## src/rtl/imm_share_arb.sv

```systemverilog
// rtl/imm_share_arb.sv - round-robin two-port arbiter sharing one immediate generator
module imm_share_arb #(
   parameter logic RR_INIT = 1'b0
) (
   input  logic        clock,
   input  logic        reset,
   input  logic        req0_valid,
   output logic        req0_ready,
   input  logic [31:0] req0_instr,
   input  logic [2:0]  req0_type,
   input  logic        req1_valid,
   output logic        req1_ready,
   input  logic [31:0] req1_instr,
   input  logic [2:0]  req1_type,
   output logic        rsp0_valid,
   input  logic        rsp0_ready,
   output logic [31:0] rsp0_imm,
   output logic        rsp1_valid,
   input  logic        rsp1_ready,
   output logic [31:0] rsp1_imm,
   output logic [31:0] gen_instr,
   output logic [2:0]  gen_type,
   input  logic [31:0] gen_imm,
   output logic        busy
);

   typedef enum logic [1:0] {IDLE, GEN, RESP} state_t;

   state_t      state;
   logic        owner;
   logic        prio;
   logic [31:0] lat_instr;
   logic [2:0]  lat_type;
   logic [31:0] res;

   logic        rsp_fire;
   logic        arb_en;
   logic        eff_prio;
   logic        grant;
   logic        fire;

   // Arbitration: open in IDLE, or in RESP on the cycle the owner takes its result;
   // in that case the owner just got served, so the other side is favoured.
   always_comb begin
      rsp_fire   = (state == RESP) && (owner ? rsp1_ready : rsp0_ready);
      arb_en     = (state == IDLE) || rsp_fire;
      eff_prio   = (state == RESP) ? ~owner : prio;
      grant      = (eff_prio ? req1_valid : req0_valid) ? eff_prio : ~eff_prio;
      req0_ready = ~reset & arb_en & ~grant & req0_valid;
      req1_ready = ~reset & arb_en & grant & req1_valid;
      fire       = req0_ready | req1_ready;
   end

   // Output decode: the generator sees zeros unless it is in use, and the result
   // is presented only on the owner's response channel.
   always_comb begin
      gen_instr  = (state == GEN) ? lat_instr : 32'd0;
      gen_type   = (state == GEN) ? lat_type : 3'd0;
      rsp0_valid = (state == RESP) && !owner;
      rsp1_valid = (state == RESP) && owner;
      rsp0_imm   = res;
      rsp1_imm   = res;
      busy       = (state != IDLE);
   end

   // Sequencer: accept -> generate (one cycle) -> hold result until consumed.
   always_ff @(posedge clock or posedge reset) begin
      if (reset) begin
         state     <= IDLE;
         owner     <= 1'b0;
         prio      <= RR_INIT;
         lat_instr <= 32'd0;
         lat_type  <= 3'd0;
         res       <= 32'd0;
      end else begin
         case (state)
            IDLE: begin
               if (fire) begin
                  lat_instr <= grant ? req1_instr : req0_instr;
                  lat_type  <= grant ? req1_type : req0_type;
                  owner     <= grant;
                  state     <= GEN;
               end
            end
            GEN: begin
               res   <= gen_imm;
               state <= RESP;
            end
            RESP: begin
               if (rsp_fire) begin
                  prio <= ~owner;
                  if (fire) begin
                     lat_instr <= grant ? req1_instr : req0_instr;
                     lat_type  <= grant ? req1_type : req0_type;
                     owner     <= grant;
                     state     <= GEN;
                  end else begin
                     state <= IDLE;
                  end
               end
            end
            default: state <= IDLE;
         endcase
      end
   end

endmodule
```

## config.mk

```make
export PLATFORM = sky130hd
export DESIGN_NAME = imm_share_arb
export DESIGN_NICKNAME = d
export VERILOG_FILES = /design/src/rtl/imm_share_arb.sv
export SDC_FILE = /design/constraint.sdc
export NUM_CORES = 1
export LEC_CHECK = 0
export CAP_MARGIN = 20
export CORE_AREA = 4 4 110 112
export DETAILED_ROUTE_END_ITERATION = 7
export DIE_AREA = 0 0 114 116
export PLACE_DENSITY = 0.73
export SLEW_MARGIN = 20
export SYNTH_ARGS = -nofsm -noshare
export SYNTH_HDL_FRONTEND = slang
export SYNTH_SLANG_ARGS = --single-unit
```

## constraint.sdc

```tcl
create_clock -name clock -period 1.9 [get_ports clock]
set_input_delay 0.19 -clock clock [delete_from_list [all_inputs] [get_ports clock]]
set_output_delay 0.19 -clock clock [all_outputs]
set_load 0.01 [all_outputs]
```

==> out/results.txt, run 1 <==
Congestion Overflow GR: 0
Seq pwr share: 0.296
Skew-Pair Late Insertion Delay: 320 ps
most frequent cells in the layout: clkdlybuf4s50_1, o211ai_1, dfrtp_1
crit path launch: state[1]
Placeable Area: 11220 um^2
Ys Warns: 0
Crit path top cell by count: buf_4
die area: 13220 um^2
DRT Pass-1 Iters: 4
number of fill cells: 1006
WP data required: 2150 ps
CTS Hold Buffers Added: 0
DP HPWL: 9198 um
Setup violations, final: 0
leak pwr: 0.002576 uW
Min Hold Slack: 384.8 ps
Yosys reg bits: 71
Ports: 212
worst vdd ir: 0.8482 mV
area grow syn2layout: 63.81%
outcome: completed
antenna diode count: 0
largest net degree at the start of global routing: 72
Initial Util: 0.3435
R2R Setup Slk: 50 ps
Multi-input gate area: 1672 um^2
Post-synth EDFFs: 0
switch share: 0.3585
TritonCTS Sinks: 71
power per cell area: 1476 nW/um^2
Site Rows: 39
vias: 3656
Crit Path Category: register to register
synth unique cells: 27
WP data arrival: 2100 ps
Pins Over Slew Limit: 0
CP Cell Sequence: a21boi_1 > buf_4 > a2111oi_4 > buf_4 > buf_8 > nor2_1 > a31oi_1
design area: 6315 um^2
Worst Reg-to-Reg Cells: 7
max cap viols: 0
TritonCTS clock tree: done
Num CTS Buffers: 9
clk_skew: 6.500 ps
Die W: 114 um
hold crit path type: input port to asynchronous set/reset pin
WL per Instance: 17.90 um
Tightest Pin Transition: 494.6 ps
final hold vios: 0
Placed Area: 6002 um^2
largest stage delay on the critical path: 450 ps
Mean Syn Cell Area: 10.17 um^2
Die Ht: 116 um
Seq. cell area: 1779 um^2
H-tree Lvls: 3
Clock power frac: 0.184
Comb pwr share: 0.521
initial antenna violation count: 2
most common cell after layout, fill and taps aside: clkdlybuf4s50_1
Net Sw Power: 3342 uW
DR iter-0 viols: 172
Critical Path Sink Type: register
share of cells above drive strength 1: 0.1640
reg2reg end: lat_instr[4]
Post-Synthesis Cell Area: 3855 um^2
crit start category: register
crit-path max FO: 35
DRC: 0
Port Buf Inserts: 211
crit path time final: 1852 ps
ANT nets after route: 0
ys flop type: dfrtp_1
first-pass GRT wire length: 19610 um
Core Util, Final: 0.5627
Seq/Total Area, Yosys: 0.4609
Clock Tree Buf Depth: 2
number of global-route vias before repair: 3712
Overall Power: 9322 uW
GRT Util Overall: 0.1848
vias per std cell: 5.149
Nets: 670
Post-synth ARST share: 1.000
routability congestion estimate: 0.8421
synthesized instance count: 379
critical path capture point: lat_instr[4]
fmax: 0.5398 GHz
DRT Wirelength: 12710 um
syn_nets: 487
Critical R2R Launch: state[1]
Worst path slowest cell: dfrtp_2
Final Cycle Share: 0.9750
Int Pwr: 5980 uW
clk root buf: clkbuf_16
TNS Setup: 0 ps
clock transition at the registers of the reported paths: 60 ps
Slew headroom: 0.6696
## cell type report
| cell class | count | share of cell area |
|---|---|---|
| repair buffers | 242 | 0.3741 |
| flip-flops and latches | 71 | 0.2818 |
| multi-input cells | 234 | 0.2647 |
| clock buffers | 9 | 0.03566 |
| well taps | 143 | 0.02833 |
| clock inverters | 7 | 0.01248 |
| inverters | 4 | 0.002972 |
## power groups by stage
stage          logic (uW)  registers [uW]  clock network (uW)
5_1_grt              5250            2880                1810
3_5_place_dp         4980            2790                   0
6_report             4850            2760                1710
2_1_floorplan        2740            2830                   0
3_3_place_gp         4890            2740                   0
4_1_cts              4840            2770                1760
## worst min-delay path by stage
stage                 start            to  cells past startpoint
3_5_place_dp   rsp0_imm[26]  rsp0_imm[26]                      1
3_3_place_gp   rsp0_imm[28]  rsp0_imm[28]                      1
6_report              reset         owner                      3
4_1_cts               reset         owner                      3
2_1_floorplan    req1_valid         owner                      2
5_1_grt               reset         owner                      3
## Yosys cell counts (2+ instances only)
cell      instances  share of area
dfrtp_1          71           0.46
o211ai_1         70           0.14
nor2_1           37          0.036
a31oi_1          35          0.057
and2_1           35          0.057
buf_4            32          0.062
mux2_2           32          0.093
buf_2            21          0.027
clkbuf_1         17          0.017
nor2b_1           5         0.0081
inv_1             3         0.0029
nand2_1           3         0.0029
a21oi_1           2         0.0026
nand3_1           2         0.0026
o211ai_2          2         0.0065
## logic make-up (layout without fill, tap and decap cells)
logic type	after synthesis	after routing	share of synthesized area
AO/OA/AOI/OAI	117	117	0.2240
buffers and inverters	74	262	0.1100
flip-flops	71	71	0.4609
multiplexers	32	32	0.09348
AND/OR/NAND/NOR	85	85	0.1117
## timing repair
action / CTS / global route
resized for setup: 42 / 9
gates cloned: 0 / 2
pin swaps: 0 / 1
endpoints found under the setup margin: 38 / 24
hold endpoints to repair: 0 / 0
setup buffers: 0 / 2
## critical path, delay by kind of cell (launching register included)
| family | cells | cell delay (ps) |
|---|---|---|
| AOI/OAI and AO/OA | 3 | 680 |
| DFF | 1 | 450 |
| and+or+nand+nor | 1 | 70 |
| buffers and inverters | 3 | 570 |
## layer usage
metal / share of wire / up-vias / GRT usage / wire, um
li1: - / 1721 / - / -
met1: 0.40 / 1753 / 0.2213 / 5116
met2: 0.50 / 159 / 0.3263 / 6368
met3: 0.082 / 19 / 0.05326 / 1036
met4: 0.013 / 4 / 0.04830 / 161
met5: 0.0021 / - / 0 / 27
## sequential cells by signal, indices dropped and copies added (netlist names)
register / cells
lat_instr: 32
rsp0_imm: 32
lat_type: 3
state: 2
owner: 1
prio: 1
## per-stage QoR
stage	cells	setup slack (ps)
floorplan	379	265.0
global placement	690	-25.60
detailed placement	690	-131.3
CTS	706	1.617
global route	710	-21.85
finish	710	47.57
No activity file was read; power rests on OpenSTA's default activity.
==> run 2, diff against run 1 <==
CORE_AREA = 4 4 101 103   (was 4 4 110 112)
DIE_AREA = 0 0 105 107   (was 0 0 114 116)
PLACE_DENSITY = 0.82   (was 0.73)
SKIP_CTS_REPAIR_TIMING = 1   (was default)
clock period = 2.17 ns   (was 1.9 ns; I/O delays follow)
==> out/results.txt, run 2 (synthesis gave the netlist of run 1 again) <==
Min Hold Slack: 446.0 ps (was 384.8 ps)
Critical Path Sink Type: primary output (was register)
Crit Path Category: register to primary output (was register to register)
TritonCTS clock tree: done (unchanged)
final hold vios: 0 (unchanged)
Port Buf Inserts: 211 (unchanged)
WP data arrival: 1910 ps (was 2100 ps)
vias per std cell: 5.409 (was 5.149)
power per cell area: 1305 nW/um^2 (was 1476 nW/um^2)
most common cell after layout, fill and taps aside: clkdlybuf4s50_1 (unchanged)
crit-path max FO: 23 (was 35)
clock transition at the registers of the reported paths: 90 ps (was 60 ps)
outcome: completed (unchanged)
fmax: 0.4697 GHz
largest net degree at the start of global routing: 72 (unchanged)
Num CTS Buffers: 9 (unchanged)
clk_skew: 10.18 ps (was 6.500 ps)
Site Rows: 35 (was 39)
placed cells: 645 (was 690)
max cap viols: 0 (unchanged)
DRC: 0 (unchanged)
Congestion Overflow GR: 0 (unchanged)
Setup violations, final: 0 (unchanged)
initial antenna violation count: 0 (was 2)
number of global-route vias before repair: 3630 (was 3712)
area grow syn2layout: 61.18% (was 63.81%)
routability congestion estimate: 0.8001 (was 0.8421)
first-pass GRT wire length: 19330 um (was 19610 um)
vias: 3613 (was 3656)
Initial Util: 0.4192 (was 0.3435)
Core Util, Final: 0.6756 (was 0.5627)
DR iter-0 viols: 153 (was 172)
DRT Wirelength: 12560 um (was 12710 um)
worst vdd ir: 0.8736 mV (was 0.8482 mV)
TritonCTS Sinks: 71 (unchanged)
Slew headroom: 0.4718 (was 0.6696)
leak pwr: 0.002574 uW (was 0.002576 uW)
Post-Layout Cell Count: 668 (was 710)
most frequent cells in the layout: clkdlybuf4s50_1, o211ai_1, dfrtp_1 (unchanged)
hold crit path type: input port to asynchronous set/reset pin (unchanged)
Skew-Pair Late Insertion Delay: 340 ps (was 320 ps)
Tightest Pin Transition: 790.0 ps (was 494.6 ps)
die area: 11240 um^2 (was 13220 um^2)
crit path time final: 2129 ps
number of fill cells: 687 (was 1006)
Die W: 105 um (was 114 um)
share of cells above drive strength 1: 0.1490 (was 0.1640)
RSZ-0062 raised after global routing: yes
Pins Over Slew Limit: 0 (unchanged)
Nets: 660 (was 670)
antenna diode count: 0 (unchanged)
DRT Pass-1 Iters: 5 (was 4)
clk root buf: clkbuf_8 (was clkbuf_16)
GRT Util Overall: 0.2146 (was 0.1848)
TNS Setup: 0 ps (unchanged)
Ports: 212 (unchanged)
Final Cycle Share: 0.9811
DP HPWL: 9092 um (was 9198 um)
Placeable Area: 9196 um^2 (was 11220 um^2)
Worst Reg-to-Reg Cells: 5 (was 7)
WL per Instance: 18.81 um (was 17.90 um)
Die Ht: 107 um (was 116 um)
Overall Power: 8106 uW (was 9322 uW)
Clock Tree Buf Depth: 2 (unchanged)
ANT nets after route: 0 (unchanged)
WP data required: 1950 ps (was 2150 ps)
crit start category: register (unchanged)
H-tree Lvls: 3 (unchanged)
[run 2: final cells by class]
cell class | count | area [um^2] | share of cell area
sequential | 71 | 1780 | 0.2865
tap | 111 | 138.9 | 0.02235
multi-input combinational | 234 | 1672 | 0.2690
timing repair buffer | 232 | 2364 | 0.3804
clock buffer | 9 | 123.9 | 0.01994
clock inverter | 7 | 120.1 | 0.01933
inverter | 4 | 15.01 | 0.002416
[run 2: critical path, cell delays in order (launching register included)]
cell and delay, ps:
dfrtp_2 430, nor2b_4 180, buf_4 130, buf_12 150, and2_1 140, clkdlybuf4s50_1 530
[run 2: power by group]
part | internal (uW) | switching [uW] | total, uW | leakage (uW)
clock | 768 | 524 | 1290 | 0.000120
sequential | 1980 | 451 | 2440 | 0.000805
combinational | 2440 | 1930 | 4380 | 0.00165
[run 2: worst paths after layout]
kind / start / to / slack [ps]
max: state[0] / gen_instr[9] / 40
min reg2reg: rsp0_imm[8] / rsp0_imm[8] / 530
max in group asynchronous: reset / state[0] / 1270
max reg2reg: state[1] / lat_instr[20] / 210
min: reset / lat_instr[18] / 450
min in group clock: req1_instr[17] / lat_instr[17] / 460
[run 2: metal layers]
| metal | vias up | global-route usage | routed length, um |
|---|---|---|---|
| met5 | - | 0 | 0 |
| met4 | 0 | 0.05342 | 190 |
| met3 | 18 | 0.06442 | 897 |
| met2 | 167 | 0.3776 | 6546 |
| met1 | 1732 | 0.2570 | 4929 |
| li1 | 1696 | - | - |
[run 2: per-stage QoR]
step,setup WS (ps),cell area [um^2]
floorplan,156.4,3855
global placement,193.2,5848
detailed placement,66.16,5848
CTS,-169.6,6092
global route,-48.46,6213
finish,40.97,6213
